===== src/rtl/mem_arbiter.sv =====
// Round-robin arbiter that shares one single-port memory between an instruction
// port and a data port: one access every two cycles, with per-port stall counters.
module mem_arbiter #(
    parameter int ADDR_WIDTH = 10,
    parameter int NB_COL     = 4,
    parameter int COL_WIDTH  = 8,
    parameter int CNT_WIDTH  = 16
) (
    input  logic                          clk,
    input  logic                          rst,
    input  logic                          i_req,
    input  logic [ADDR_WIDTH-1:0]         i_addr,
    output logic                          i_ack,
    output logic [NB_COL*COL_WIDTH-1:0]   i_rdata,
    input  logic                          d_req,
    input  logic [NB_COL-1:0]             d_wbe,
    input  logic [ADDR_WIDTH-1:0]         d_addr,
    input  logic [NB_COL*COL_WIDTH-1:0]   d_wdata,
    output logic                          d_ack,
    output logic [NB_COL*COL_WIDTH-1:0]   d_rdata,
    output logic                          mem_ce,
    output logic [NB_COL-1:0]             mem_wbe,
    output logic [ADDR_WIDTH-1:0]         mem_address,
    output logic [NB_COL*COL_WIDTH-1:0]   mem_data_in,
    input  logic [NB_COL*COL_WIDTH-1:0]   mem_data_out,
    output logic [CNT_WIDTH-1:0]          i_stall_cnt,
    output logic [CNT_WIDTH-1:0]          d_stall_cnt
);

    typedef enum logic {IDLE, RESP} state_t;

    state_t               state_q;
    logic                 grant_data_q;
    logic                 last_data_q;
    logic [CNT_WIDTH-1:0] i_stall_q, i_stall_d;
    logic [CNT_WIDTH-1:0] d_stall_q, d_stall_d;
    logic                 idle;
    logic                 grant_any;
    logic                 grant_data;

    assign idle       = (state_q == IDLE);
    // On a tie the port that was not served last wins; a lone requester always wins.
    assign grant_data = d_req & (~i_req | ~last_data_q);
    // NOTE: the grant is combinational, so it is masked by rst to keep the memory quiet during reset.
    assign grant_any  = idle & ~rst & (i_req | d_req);

    always_ff @(posedge clk or posedge rst) begin
        // NOTE: state registers use non-blocking assignments so every flop samples pre-edge values.
        if (rst) begin
            state_q      <= IDLE;
            grant_data_q <= 1'b0;
            last_data_q  <= 1'b0;
        end else if (idle) begin
            if (grant_any) begin
                state_q      <= RESP;
                grant_data_q <= grant_data;
                last_data_q  <= grant_data;
            end
        end else begin
            state_q <= IDLE;
        end
    end

    assign i_ack   = ~idle & ~grant_data_q;
    assign d_ack   = ~idle &  grant_data_q;
    assign i_rdata = mem_data_out;
    assign d_rdata = mem_data_out;

    always_comb begin
        // NOTE: every output gets a default first so no path leaves a latch behind.
        mem_ce      = 1'b0;
        mem_wbe     = '0;
        mem_address = '0;
        mem_data_in = '0;
        if (grant_any) begin
            mem_ce = 1'b1;
            if (grant_data) begin
                mem_address = d_addr;
                mem_wbe     = d_wbe;
                mem_data_in = d_wdata;
            end else begin
                mem_address = i_addr;
            end
        end
    end

    // A stall is a cycle spent losing arbitration in IDLE; waiting out the
    // other port's RESP cycle is not counted.
    always_comb begin
        i_stall_d = i_stall_q;
        d_stall_d = d_stall_q;
        if (grant_any && i_req && grant_data && (i_stall_q != '1)) begin
            i_stall_d = i_stall_q + 1'b1;
        end
        if (grant_any && d_req && !grant_data && (d_stall_q != '1)) begin
            d_stall_d = d_stall_q + 1'b1;
        end
    end

    always_ff @(posedge clk or posedge rst) begin
        if (rst) begin
            i_stall_q <= '0;
            d_stall_q <= '0;
        end else begin
            i_stall_q <= i_stall_d;
            d_stall_q <= d_stall_d;
        end
    end

    assign i_stall_cnt = i_stall_q;
    assign d_stall_cnt = d_stall_q;

endmodule


===== config.mk =====
export PLATFORM = sky130hd
export DESIGN_NAME = mem_arbiter
export DESIGN_NICKNAME = d
export VERILOG_FILES = /design/src/rtl/mem_arbiter.sv
export SDC_FILE = /design/constraint.sdc
export NUM_CORES = 1
export LEC_CHECK = 0
export CELL_PAD_IN_SITES_DETAIL_PLACEMENT = 0
export CELL_PAD_IN_SITES_GLOBAL_PLACEMENT = 2
export CORE_ASPECT_RATIO = 1.5
export CORE_MARGIN = 1.5
export CORE_UTILIZATION = 16
export CTS_CLUSTER_SIZE = 8
export DETAILED_ROUTE_END_ITERATION = 8
export PLACE_DENSITY = 0.86
export SYNTH_ARGS = -nofsm -noshare
export SYNTH_HDL_FRONTEND = slang
export SYNTH_SLANG_ARGS = --single-unit

===== constraint.sdc =====
create_clock -name clk -period 5.67 [get_ports clk]
set_input_delay 1.701 -clock clk [delete_from_list [all_inputs] [get_ports clk]]
set_output_delay 1.701 -clock clk [all_outputs]
set_load 0.02 [all_outputs]

==> flow_summary.toml, run 1 <==
[run_status]
outcome = "completed"

[grt]
first_global_vias = 2468
grt_max_degree = 41
antenna_found_initial = 0
grt_usage_pct = 9.924
grt_pass1_wl_mm = 12.96
grt_remaining_overflow = 0

[floorplanning]
die_h_um = 157.8
io_pins = 237
core_um2 = 15630
die-area_um2 = 16760
rows = 56
initial_utilization_pct = 16.36
die_width_um = 106.2

[cts]
cts_max_level = 2
cts_setup_buffers = 0
cts_tree = "done"
holdBufCountCts = 0
path_clk_slew_ps = 50
insertion_delay_ps = 280
cts_resized = 0
cts-root-buf = "clkbuf_16"
numClockSinks = 34
clockBufferDepth = 2
cts_buffers = 5

[layout]
drive_gt1_share_pct = 5.026
fillers = 1686
diodes = 0
synthToLayoutAreaGrowth_pct = 52.08
fin_nets = 471

[detailed_routing]
drt_pass1_iterations = 4
vias_per_cell = 4.090
vias = 2376
drtIter0Drc = 87
wl_per_cell_um = 14.66
wirelength_mm = 8.517
drc = 0
ant_nets = 0

[place]
place_congestion = 0.7286
dp_hpwl_mm = 6.807
port_buffers = 140
dp_slack_ps = 278.3

[logic_synthesis]
synth_top_family_by_area = "simple AND/OR/NAND/NOR gates"
synth_nets = 393
syn_area_um2 = 2556
yosys.cell_count.top_type = "buf_4"
syn_inst = 299
synth_compound_area_share_pct = 2.888
synthArstFlopShare_pct = 100.0
synth.area.top_cells = "dfrtp_1, buf_4, and3_1"
synth_seq_cells = 34
yosys_warnings = 0
synth.area.mux_share_pct = 2.203
synth_edf_count = 0
ys_seq_area_share_pct = 33.28
synthXorXnorAreaFrac_pct = 8.908
synth_cell_types = 32
synth_fa_ha_area_share_pct = 0.9790
synth_common_cells = "buf_4, and3_1, dfrtp_1"
synth_top_cell_by_area = "dfrtp_1"
synthFlopType = "dfrtp_1"
synth_area_per_cell_um2 = 8.549
synthSimpleGateAreaFrac_pct = 30.89
synthDominantCellAreaShare_pct = 33.28

[pwr]
power_leakage_uw = 0.001728
total_power_uw = 852.5
ir_drop_mv = 0.1107
pwr_density_cell_nw_per_um2 = 219.3

[critical_path]
worst_ep_arrival_time_ps = 3680
worst_setup_path_start_kind = "primary input"
end_kind = "output port"
cp_slowest_cell = "clkdlybuf4s50_1"
cpPeakStageDelay_ps = 620
worstPathMaxFanout = 37
cpMostUsedCell = "clkdlybuf4s50_1"
rr_worst_depth = 4
cp.required_ps = 3970
cp_cell_sequence = "clkdlybuf4s50_1 > nor3b_2 > buf_4 > and3_1 > clkdlybuf4s50_1"
crit_type = "in2out"

[flow_run]
drv_cap = 0

[timing]
rsz0062_at_grt = "false"
worst_pin_slew_ps = 605.5
fmax_ghz = 0.1858
timing.setup.tns_ps = 0
final_max_slew_viol_count = 0
fin_ws_ps = 287.9
setup_violations = 0
finalCritPeriodShare_pct = 94.92
period_minus_slack_ps = 5382
worst_slew_margin_rel_pct = 59.55
skew_ps = 6.612
hold_violations = 0

[min_path]
hold_path_class = "reg2reg"
hold_depth = 1
critical path: cells and delay by family:
kind / cells / cell delay [ps]
AND/OR/NAND/NOR: 2 / 470
buffers and inverters: 3 / 1490
cell usage in the layout, fill, tap and decap left out, types with 3 or more instances in the layout:
cell,instances
inv_1,3
clkbuf_16,5
nor2_1,9
nor3b_1,4
o21ai_0,3
xor2_1,24
nand4_1,12
nand2_1,32
nor2b_1,4
dfrtp_1,34
a21oi_1,10
nor4_1,3
nor3_1,13
and3_1,40
clkdlybuf4s50_1,140
buf_4,6
mux2_1,3
nand3_1,8
cell families (layout without fill, tap and decap cells):
family,count (synthesis),in the layout
buf+inv,78,157
xor+xnor,26,26
flops,34,34
fa+ha+maj,2,2
simple gates,140,140
compound gates,14,14
mux,5,5
path summary, 6_finish.rpt:
path	start	end	slack [ps]
hold / removal	i_stall_cnt[5]$_DFFE_PP0P_	i_stall_cnt[5]$_DFFE_PP0P_	490
min in group asynchronous	rst	d_stall_cnt[5]$_DFFE_PP0P_	2000
max in group asynchronous	rst	i_stall_cnt[7]$_DFFE_PP0P_	3330
hold reg to reg	i_stall_cnt[5]$_DFFE_PP0P_	i_stall_cnt[5]$_DFFE_PP0P_	490
setup reg to reg	state_q$_DFF_PP0_	d_stall_cnt[12]$_DFFE_PP0P_	3640
setup / recovery	d_req	mem_wbe[0]	290
state kept, by name, summed over array words and instances, names as in the netlist:
register / flops
d_stall_cnt: 16
i_stall_cnt: 16
last_data_q: 1
state_q: 1
area by class of cell:
type                    count  area [um2]  area share [%]
inverters                   3       11.26          0.2897
clock buffers               7       142.6           3.669
multi-input cells         187        1177           30.29
well taps                 203       254.0           6.534
clock inverters             1       5.005          0.1287
flip-flops and latches     34       850.8           21.89
repair buffers            146        1446           37.21
stage by stage:
| stage | std cells | hold slack, ps | utilization, % | area (um2) |
|---|---|---|---|---|
| 2_1_floorplan | 299 | 543.7 | - | 2556 |
| 3_3_place_gp | 573 | 482.3 | 23.94 | 3740 |
| 3_5_place_dp | 573 | 485.7 | 23.94 | 3740 |
| 4_1_cts | 581 | 495.4 | 24.88 | 3887 |
| 5_1_grt | 581 | 521.1 | 24.88 | 3887 |
| 6_report | 581 | 491.9 | 24.88 | 3887 |
routing by layer:
layer | up-vias | track usage [%] | part of all wire [%]
met5 | - | 0 | 0
met4 | 0 | 6.049 | 4.2
met3 | 41 | 2.100 | 6.7
met2 | 109 | 18.65 | 53
met1 | 1106 | 9.880 | 36
li1 | 1120 | - | -
power breakdown:
part | switching (uW) | internal [uW] | leakage, uW
Sequential | 42.0 | 269 | 0.000460
Combinational | 130 | 139 | 0.00119
Clock | 98.8 | 174 | 0.0000739
Power figures use the tool's default switching activity.
==> run 2, diff against run 1 <==
- CAP_MARGIN: default -> 15
- CORE_MARGIN: 1.5 -> 10
==> run 2 against run 1 <==
Effect of this change:
- count of clock-buffer cells in the layout did not move
- via count fell by 0.51%
- cell area fell by 0.32%
- register-to-register slack got worse by 410 ps
- worst hold slack improved by 4.0 ps
- sequential power barely moved
- power rose by 0.85%
- non-clock buffer count fell by 1
- setup slack improved by 77 ps
- highest routed layer unchanged
==> flow_summary.toml, run 2 (synthesis gave the netlist of run 1 again) <==
[floorplanning]
io_pins = 237
initial_utilization_pct = 16.29
core_um2 = 15700
die_h_um = 174.8
die_width_um = 123.2
die-area_um2 = 21540
rows = 56

[cts]
clockBufferDepth = 2
cts_max_level = 2
cts_buffers = 5
cts_resized = 0
numClockSinks = 34
path_clk_slew_ps = 50
holdBufCountCts = 0
cts_setup_buffers = 0
cts_tree = "done"
insertion_delay_ps = 280
cts-root-buf = "clkbuf_16"

[layout]
synthToLayoutAreaGrowth_pct = 51.59
layout_commonest_cell = "clkdlybuf4s50_1"
fillers = 1738
fin_cells = 580
layout_common_cells = "clkdlybuf4s50_1, and3_1, dfrtp_1, nand2_1, xor2_1"
fin_nets = 470
diodes = 0
drive_gt1_share_pct = 5.305

[grt]
grt_use_met1_pct = 9.642
grt_util_met2_pct = 15.65
grt_usage_pct = 9.349
first_global_vias = 2649
antenna_found_initial = 0
grt_max_degree = 40
top_usage_layer = "met2"
met3_usage_pct = 3.388
grt_pass1_wl_mm = 15.36
grt_remaining_overflow = 0

[detailed_routing]
drtIter0Drc = 146
drc = 0
wirelength_mm = 10.26
drt_pass1_iterations = 5
vias_per_cell = 4.076
ant_nets = 0
vias = 2364
wl_per_cell_um = 17.69

[place]
port_buffers = 140
dp_hpwl_mm = 8.694
dp_slack_ps = 366.5
dpl.cell_count = 572
place_congestion = 0.7794

[critical_path]
worst_setup_path_start_kind = "primary input"
worstPathMaxFanout = 10
worst_ep_arrival_time_ps = 3600
end_kind = "output port"
cp.required_ps = 3970
crit_type = "in2out"

[min_path]
hold_path_class = "reg2reg"

[run_status]
outcome = "completed"

[timing]
period_minus_slack_ps = 5305
setup_violations = 0
fin_ws_ps = 364.7
finalCritPeriodShare_pct = 93.57
rsz0062_at_grt = "false"
worst_slew_margin_rel_pct = 25.63
fmax_ghz = 0.1885
final_max_slew_viol_count = 0
hold_violations = 0
skew_ps = 2.915
worst_pin_slew_ps = 1101
timing.setup.tns_ps = 0

[pwr]
power_leakage_uw = 0.001727
pwr_density_cell_nw_per_um2 = 221.9
ir_drop_mv = 0.08501

[flow_run]
drv_cap = 0
==> run 2: changes by cell type in the layout (fill, tap and decap cells not counted), sizes merged <==
cell           delta
buf               +1
clkdlybuf4s50     -2
==> run 2: final cells by class <==
class	instances	area (um2)	area share (%)
Clock buffer	7	142.6	3.681
Multi-Input combinational cell	187	1177	30.38
Clock inverter	1	5.005	0.1292
Tap cell	203	254.0	6.555
Sequential cell	34	850.8	21.96
Inverter	3	11.26	0.2906
Timing Repair Buffer	145	1434	37.00
==> run 2: metrics by stage <==
stage	total power (uW)	utilization [%]	area (um2)	hold WS, ps
after global placement	590.3	23.75	3727	487.7
after detailed placement	595.8	23.75	3727	490.2
final	859.7	24.69	3875	495.9
after CTS	874.6	24.69	3875	497.2
after global routing	907.6	24.69	3875	517.7
after floorplan	491.8	-	2556	543.7
==> run 2: path summary, 6_finish.rpt <==
check                                            startpoint                          end  slack, ps  depth (start not counted)
worst min register to register  d_stall_cnt[15]$_DFFE_PP0P_  d_stall_cnt[15]$_DFFE_PP0P_        500                          1
worst max register to register   i_stall_cnt[0]$_DFFE_PP0P_   i_stall_cnt[1]$_DFFE_PP0P_       3230                          5
min in group asynchronous                               rst   i_stall_cnt[6]$_DFFE_PP0P_       1970                          2
worst min-delay path            d_stall_cnt[15]$_DFFE_PP0P_  d_stall_cnt[15]$_DFFE_PP0P_        500                          1
worst max-delay path                                  i_req               mem_address[5]        360                          6
max in group asynchronous                               rst   d_stall_cnt[7]$_DFFE_PP0P_       3000                          3
==> run 2: report_power, final <==
part	internal, uW	switching (uW)	total [uW]	leakage (uW)
logic	138	134	273	0.00119
registers	269	41.8	311	0.000460
clock network	174	102	276	0.0000739
==> run 2: worst max-delay path, stage by stage <==
cell	delay, ps
clkdlybuf4s50_1	460
nand2_1	150
and2_1	370
nand2_1	100
a21oi_1	180
clkdlybuf4s50_1	640
==> run 2: metal layers <==
metal | vias up | routed length (um)
met5 | - | 0
met2 | 122 | 4952
met3 | 46 | 979
li1 | 1117 | -
met4 | 0 | 523
met1 | 1079 | 3804
==> run 3, diff against run 2 <==
- CORE_ASPECT_RATIO: 1.5 -> 0.75
- CTS_BUF_LIST: default -> sky130_fd_sc_hd__clkbuf_16
==> run 3 against run 2 <==
Effect of this change:
- routed wire length is 6.9% lower
- cell area up 0.29%
- setup slack got worse by 55 ps
- power is 3.0% lower
- die area shrank 0.24%
- clock power shrank 7%
- critical path depth shrank 1
- core utilization is 0.43 points higher
- critical path type unchanged
- combinational power down 3%
- maximum frequency fell by 1.0%
- highest routed layer unchanged
==> flow_summary.toml, run 3 (synthesis gave the netlist of run 1 again) <==
[pwr]
p_int_uw = 565.8
power_leakage_uw = 0.001726
p_clk_share_pct = 30.9
pwr_density_cell_nw_per_um2 = 214.6
sw_frac_of_total_pct = 32.16
switching_power_uw = 268.2
total_power_uw = 834.0
power.share.combinational_pct = 32.0
ir_drop_mv = 0.1874
seqPwrFrac_pct = 37.2

[place]
port_buffers = 140
dp_hpwl_mm = 7.713
dp_slack_ps = 262.6
dpl.cell_count = 576
place_congestion = 0.7849
dpl_cell_area_um2 = 3750

[detailed_routing]
drt_pass1_iterations = 4
drc = 0
wirelength_mm = 9.548
ant_nets = 0
vias = 2339
drtIter0Drc = 99
wl_per_cell_um = 16.35
vias_per_cell = 4.005

[timing]
worst_slew_margin_rel_pct = 58.05
final_max_slew_viol_count = 0
worst_pin_slew_ps = 624.5
timing.setup.tns_ps = 0
skew_ps = 5.483
hold_violations = 0
finalCritPeriodShare_pct = 94.54
rsz0062_at_grt = "false"
setup_violations = 0
fmax_ghz = 0.1866
fin_ws_ps = 309.7
period_minus_slack_ps = 5360

[layout]
layout_commonest_cell = "clkdlybuf4s50_1"
fin_nets = 472
synthToLayoutAreaGrowth_pct = 52.03
postLayoutCellArea_um2 = 3886
fin_cells = 584
drive_gt1_share_pct = 4.749
layout_common_cells = "clkdlybuf4s50_1, and3_1, dfrtp_1, nand2_1, xor2_1"
diodes = 0

[run_status]
outcome = "completed"

[cts]
clockBufferDepth = 2
cts_buffers = 5
cts-root-buf = "clkbuf_16"
cts_tree = "done"
path_clk_slew_ps = 50
holdBufCountCts = 0
cts_resized = 0
cts_max_level = 2
numClockSinks = 34
cts_setup_buffers = 0
insertion_delay_ps = 280

[floorplanning]
die_h_um = 129.5
core_um2 = 15470
io_pins = 237
die_width_um = 166.0
rows = 39
initial_utilization_pct = 16.53
die-area_um2 = 21480

[critical_path]
worstPathMaxFanout = 36
cp_cell_sequence = "clkdlybuf4s50_1 > nor3b_2 > buf_4 > and3_1 > clkdlybuf4s50_1"
crit_buf_inv = 3
crit_family = "buffers and inverters"
worst_ep_arrival_time_ps = 3660
cpPeakStageDelay_ps = 620
cpMostUsedCell = "clkdlybuf4s50_1"
cp_slowest_cell = "clkdlybuf4s50_1"
reg2reg_setup_slack_ps = 3620
cp.required_ps = 3970
worst_setup_path_start_kind = "primary input"
crit_type = "in2out"
end_kind = "output port"

[flow_run]
drv_cap = 0

[grt]
grt_max_degree = 37
antenna_found_initial = 0
grt_pass1_wl_mm = 14.21
first_global_vias = 2359
grt_usage_pct = 8.082
grt_remaining_overflow = 0

[min_path]
hold_path_class = "reg2reg"
==> run 3: cell type report <==
type / instances / area, um2
Clock inverter: 3 / 11.26
Inverter: 3 / 11.26
Multi-Input combinational cell: 187 / 1177
Sequential cell: 34 / 850.8
Clock buffer: 5 / 125.1
Timing Repair Buffer: 147 / 1454
Fill cell: 1660 / 11580
Tap cell: 205 / 256.5
==> run 3: path summary, 6_finish.rpt <==
check | depth (start not counted) | from | endpoint
setup / recovery | 5 | d_req | mem_data_in[24]
hold / removal | 1 | d_stall_cnt[6]$_DFFE_PP0P_ | d_stall_cnt[6]$_DFFE_PP0P_
setup reg to reg | 5 | d_stall_cnt[0]$_DFFE_PP0P_ | d_stall_cnt[1]$_DFFE_PP0P_
hold reg to reg | 1 | d_stall_cnt[6]$_DFFE_PP0P_ | d_stall_cnt[6]$_DFFE_PP0P_
max in group asynchronous | 3 | rst | i_stall_cnt[4]$_DFFE_PP0P_
min in group asynchronous | 3 | rst | d_stall_cnt[1]$_DFFE_PP0P_
==> run 3: worst reg2reg max path: cells and delay by family (launching register included) <==
kind | cells | cell delay [ps]
AND/OR/NAND/NOR | 3 | 940
adder cells (fa/ha/maj) | 1 | 220
multiplexers | 1 | 340
flip-flops | 1 | 430
==> run 3: power by group through the flow <==
| stage | combinational, uW | sequential (uW) | clock, uW |
|---|---|---|---|
| after floorplan | 157 | 335 | 0 |
| after global placement | 268 | 313 | 0 |
| after detailed placement | 270 | 314 | 0 |
| after CTS | 272 | 310 | 265 |
| after global routing | 288 | 317 | 277 |
| final | 266 | 310 | 258 |
==> run 3: metal layers <==
metal | part of all wire (%) | wire, um | vias to the layer above | track usage [%]
met3 | 8.5 | 809 | 9 | 3.716
met4 | 0.95 | 91 | 0 | 1.975
li1 | - | - | 1122 | -
met5 | 0 | 0 | - | 0
met2 | 47 | 4500 | 112 | 12.45
met1 | 43 | 4146 | 1096 | 10.09
==> run 3: per-stage QoR <==
step | utilization, % | hold slack (ps)
finish | 25.12 | 508.8
detailed placement | 24.24 | 502.0
floorplan | - | 543.7
CTS | 25.12 | 512.9
global route | 25.12 | 541.1
global placement | 24.24 | 481.1
